### config.mk
export PLATFORM = sky130hd
export DESIGN_NAME = hwpf_nl_issue_ctrl
export DESIGN_NICKNAME = d
export VERILOG_FILES = /design/src/rtl/hwpf_nl_issue_ctrl.sv
export SDC_FILE = /design/constraint.sdc
export NUM_CORES = 1
export LEC_CHECK = 0
export ABC_AREA = 1
export CAP_MARGIN = 20
export CORE_MARGIN = 8
export CORE_UTILIZATION = 35
export CTS_CLUSTER_DIAMETER = 120
export DETAILED_ROUTE_END_ITERATION = 16
export PLACE_DENSITY_LB_ADDON = 0.1
export SLEW_MARGIN = 25
export SYNTH_ARGS = -nofsm -noshare
export SYNTH_HDL_FRONTEND = slang
export SYNTH_SLANG_ARGS = --single-unit
### constraint.sdc
create_clock -name clk_i -period 5.2 [get_ports clk_i]
set_input_delay 1.56 -clock clk_i [delete_from_list [all_inputs] [get_ports clk_i]]
set_output_delay 1.56 -clock clk_i [all_outputs]
set_load 0.05 [all_outputs]
### src/rtl/hwpf_nl_issue_ctrl.sv
// Next-line prefetch issue controller for hwpf_stack.
// Turns L1 demand misses into next-line candidates pushed onto the stack. It
// pops candidates when credits allow and expands each one into DEGREE
// sequential line requests. The expansion stops early at a page boundary.
// Optional feature macro: HWPF_NL_DEDUP_EN suppresses back-to-back duplicate pushes.
module hwpf_nl_issue_ctrl #(
  parameter int unsigned ADDR_W          = 40,
  parameter int unsigned LINE_BYTES      = 64,
  parameter int unsigned DEGREE          = 2,
  parameter int unsigned MAX_OUTSTANDING = 4,
  parameter int unsigned PAGE_BYTES      = 4096
) (
  input  logic              clk_i,
  input  logic              rst_i,
  input  logic              enable_i,
  input  logic              flush_i,
  input  logic              miss_valid_i,
  input  logic [ADDR_W-1:0] miss_addr_i,
  output logic              stk_push_o,
  output logic [ADDR_W-1:0] stk_val_o,
  output logic              stk_pop_o,
  output logic              stk_lock_o,
  output logic              stk_flush_o,
  input  logic              stk_valid_i,
  input  logic [ADDR_W-1:0] stk_req_i,
  output logic              pf_valid_o,
  output logic [ADDR_W-1:0] pf_addr_o,
  input  logic              pf_ready_i,
  input  logic              pf_done_i,
  output logic              busy_o
);

  localparam int unsigned       LineShift = $clog2(LINE_BYTES);
  localparam logic [ADDR_W-1:0] LineOff   = ADDR_W'(LINE_BYTES - 1);
  localparam logic [ADDR_W-1:0] LineStep  = ADDR_W'(LINE_BYTES);
  localparam logic [ADDR_W-1:0] PageOff   = ADDR_W'(PAGE_BYTES - 1);
  localparam logic [3:0]        IdxLast   = 4'(DEGREE - 1);
  localparam logic [3:0]        MaxOut    = 4'(MAX_OUTSTANDING);

  typedef enum logic [1:0] {StIdle, StIssue, StWaitCredit} state_e;

  state_e            state_q, state_d;
  logic [ADDR_W-1:0] base_q, base_d;
  logic [3:0]        idx_q, idx_d;
  logic [3:0]        outst_q, outst_d;

  logic [ADDR_W-1:0] push_val;
  logic              push_raw;
  logic [ADDR_W-1:0] cur_addr;
  logic [ADDR_W-1:0] next_addr;
  logic              credit_ok;
  logic              accept;
  logic              page_end;
  logic              done_dec;

  // Push path: next line after the missing line; wrap at the top is dropped.
  assign push_val    = (miss_addr_i & ~LineOff) + LineStep;
  assign push_raw    = miss_valid_i & enable_i & ~flush_i;
  assign stk_val_o   = push_val;
  assign stk_lock_o  = ~enable_i;
  assign stk_flush_o = flush_i;

`ifdef HWPF_NL_DEDUP_EN
  logic [ADDR_W-1:0] last_push_q;
  logic              last_push_vld_q;

  assign stk_push_o = push_raw & ~(last_push_vld_q & (last_push_q == push_val));

  // Remember the most recent pushed candidate so repeats are filtered.
  always_ff @(posedge clk_i or posedge rst_i) begin
    if (rst_i) begin
      last_push_q     <= '0;
      last_push_vld_q <= 1'b0;
    end else if (flush_i) begin
      last_push_vld_q <= 1'b0;
    end else if (stk_push_o) begin
      last_push_q     <= push_val;
      last_push_vld_q <= 1'b1;
    end
  end
`else
  assign stk_push_o = push_raw;
`endif

  // Issue datapath.
  assign cur_addr   = base_q + (ADDR_W'(idx_q) << LineShift);
  assign next_addr  = cur_addr + LineStep;
  assign page_end   = (next_addr & PageOff) == '0;
  assign credit_ok  = outst_q < MaxOut;
  // Flush gates the valid, so a flush-cycle ready can never count as accepted.
  assign pf_valid_o = (state_q == StIssue) & credit_ok & ~flush_i;
  assign pf_addr_o  = cur_addr;
  assign accept     = pf_valid_o & pf_ready_i;
  assign done_dec   = pf_done_i & (outst_q != '0);
  assign busy_o     = (state_q != StIdle) | (outst_q != '0);

  // Next-state, pop and candidate expansion.
  always_comb begin
    state_d   = state_q;
    base_d    = base_q;
    idx_d     = idx_q;
    stk_pop_o = 1'b0;
    unique case (state_q)
      StIdle: begin
        if (enable_i && stk_valid_i && credit_ok && !flush_i) begin
          stk_pop_o = 1'b1;
          base_d    = stk_req_i & ~LineOff;
          idx_d     = '0;
          state_d   = StIssue;
        end
      end
      StIssue: begin
        if (!credit_ok) begin
          state_d = enable_i ? StWaitCredit : StIdle;
        end else if (accept) begin
          idx_d = idx_q + 4'd1;
          // Disable lets the in-flight beat complete, then drops the rest.
          if ((idx_q == IdxLast) || page_end || !enable_i) begin
            state_d = StIdle;
          end else if (outst_q + 4'd1 == MaxOut) begin
            state_d = StWaitCredit;
          end
        end
      end
      StWaitCredit: begin
        if (!enable_i) begin
          state_d = StIdle;
        end else if (credit_ok) begin
          state_d = StIssue;
        end
      end
      default: state_d = StIdle;
    endcase
    if (flush_i) begin
      state_d = StIdle;
    end
  end

  // Outstanding count: accepted requests in, completions out, floor at zero.
  always_comb begin
    outst_d = outst_q;
    if (accept && !done_dec) begin
      outst_d = outst_q + 4'd1;
    end else if (!accept && done_dec) begin
      outst_d = outst_q - 4'd1;
    end
  end

  // State and datapath registers.
  always_ff @(posedge clk_i or posedge rst_i) begin
    if (rst_i) begin
      state_q <= StIdle;
      base_q  <= '0;
      idx_q   <= '0;
      outst_q <= '0;
    end else begin
      state_q <= state_d;
      base_q  <= base_d;
      idx_q   <= idx_d;
      outst_q <= outst_d;
    end
  end

endmodule

==> results.yml <==
grt:
  grt_first_pass_wirelength_um: 20800
  grt.overflow.total: 0
  grt_max_degree: 60
  antenna_found_initial: 0
  grt_pass1_vias: 4085
  gr-usage-all-layers_pct: 17.3
placed_design:
  io_buffers: 149
  gp_congestion: 0.914
  place_area_um2: 5840
  dp_hpwl_um: 11000
setup_path:
  r2r_end: "outst_q[2]"
  cp-start-kind: "input pin"
  r2r_slack_ps: 3110
  cp.arrival_ps: 3520
  reg2regPathDepth: 10
  critPathRequiredTime_ps: 3640
  crit_fanout: 3
  end_kind: "output pin"
  reg2reg_from: "outst_q[2]"
  criticalPathCategory: "input pin to output pin"
routing:
  drc: 0
  dr.pass1.iters: 5
  wl_um: 12900
  postRouteAntennaNets: 0
  wire_per_inst_um: 15.3
  avgViaCountPerCell: 4.79
  dr.first_iter.drc_count: 257
  num_vias: 4042
yosys:
  synth-seq-cells: 44
  synth-seq-area-share_pct: 28.1
  yosys.area.top_type: "dfrtp_1"
  yosys.area.top_type_share_pct: 28.1
  synth.distinct_cells: 36
  synth.most_common_cell: "nand2_1"
  synthTopCellsByArea: "dfrtp_1, nand2_1, xor2_1"
  syn_area_um2: 3920
  synthCells: 548
  synth_edf_count: 0
  async_flop_share_pct: 100
  avgSynthCellArea_um2: 7.15
  synth.top_cells.by_count: "nand2_1, inv_1, xor2_1"
  yosysWarnings: 0
  ys.flop_type: "dfrtp_1"
power_and_ir_drop:
  peakVddDrop_v: 0.000612
  p_per_area_nw_per_um2: 447
  p_leak_nw: 2.63
  power_mw: 2.66
clock_tree:
  cts-root-buf: "clkbuf_8"
  tritoncts: "built"
  clk_pin_slew_worst_paths_ps: 80
  h-tree-depth: 2
  clockBufferDepth: 2
  clkSinkCount: 44
  cts_buffers: 5
  clock_latency_ps: 310
sta:
  hold_viol_final: 0
  finalHoldWorstSlack_ps: 499
  max_clock_freq_ghz: 0.197
  drv_slew: 0
  rsz0062_at_grt: "true"
  final.period_utilization_pct: 97.7
  finalCriticalPeriod_ps: 5080
  slew_headroom_pct: 43.6
  finalClockSkew_ps: 16.1
  finalSetupViolations: 0
  worstMarginPinSlew_ps: 844
die:
  die_y_um: 122
  die_x_um: 122
  rows: 38
  io_pins: 174
  core_area_um2: 10900
  start_util_pct: 36.0
  dieArea_um2: 14800
run_status:
  status: "finished, final reports clean"
min_path:
  hold_depth: 2
  holdPathEnd: "base_q[8]"
  hp-class: "register to register"
  min-delay-start: "base_q[8]"
finish:
  fin_nets: 803
  area_growth_pct: 51.9
  antenna_cells: 0
  n_fill_cell: 1057
  stdcell_area_um2: 5950
  regArea_um2: 1100
  layout-drive-gt1-share_pct: 13.4
  multi_input_area_um2: 2480
flow_run:
  maxCapViolCount: 0
[what timing repair did]
action	CTS	global route
setup buffers	0	0
resized for setup	0	4
endpoints found under the setup margin	0	5
hold buffers	0	0
[power by group]
group          switching (mW)  internal, mW  leakage [nW]
clock network           0.123        0.0913        0.0400
registers               0.177         0.503         0.535
logic                    1.17         0.596          2.05
[layer usage]
metal  vias up  wire [um]  track usage [%]
met4         0        136             3.47
met1      1853       5830             23.0
met5         -          0                0
met2       133       5890             28.5
met3        11       1050             3.52
li1       2045          -                -
[per-stage QoR]
step                util, %  worst slack (ps)  instances  setup TNS (ps)
floorplan                 -               392        559               0
global placement       53.7              84.3        837               0
detailed placement     53.7              91.6        837               0
CTS                    54.4              71.3        844               0
global route           54.7             -39.6        844           -45.6
finish                 54.7               118        844               0
[flip-flops by register name, summed over array words and instances, names as in the netlist]
name	flops
base_q	34
outst_q	4
idx_q	4
state_q	2
[cell usage in the layout, fill, tap and decap left out, drive strengths merged, types with 29 or more instances in the layout]
master / count
nor2: 47
dfrtp: 44
buf: 42
nand2: 143
clkdlybuf4s50: 116
xor2: 48
inv: 74
nor3: 41
o21ai: 29
nand3: 32
[worst max path at each step]
stage | start | end | slack [ps] | depth (start not counted)
2_1_floorplan | miss_addr_i[6] | stk_val_o[30] | 390 | 9
3_3_place_gp | miss_addr_i[7] | stk_val_o[38] | 80 | 10
3_5_place_dp | miss_addr_i[7] | stk_val_o[38] | 90 | 10
4_1_cts | miss_addr_i[7] | stk_val_o[32] | 70 | 10
5_1_grt | miss_addr_i[7] | stk_val_o[34] | -40 | 10
6_report | miss_addr_i[7] | stk_val_o[34] | 120 | 10
[cell families (layout without fill, tap and decap cells)]
group / Yosys count / in the layout / share of synthesized area (%)
other: 1 / 12 / 0.0957
adders and majority gates: 11 / 11 / 3.70
xor gates and xnor gates: 64 / 64 / 14.3
DFF: 44 / 44 / 28.1
and+or+nand+nor: 295 / 295 / 38.2
AOI/OAI and AO/OA: 39 / 39 / 5.17
buffers and inverters: 94 / 239 / 10.4
[area by class of cell]
cell class	instances	area share, %
clock buffer	5	1.16
clock inverter	2	0.210
inverter	74	4.67
multi-input combinational	421	41.6
sequential	44	18.5
tap	140	2.94
timing repair buffer	158	30.9
[worst max-delay path, cell delays in order]
cell and delay [ps]:
clkdlybuf4s50_1 500, ha_1 210, nand3_2 110, nor2_2 140, nand3_2 110, nor2_4 140
nand3_2 140, nor3_2 180, xor2_1 260, buf_12 170
Note: power is estimated with default switching activity, not from simulation.
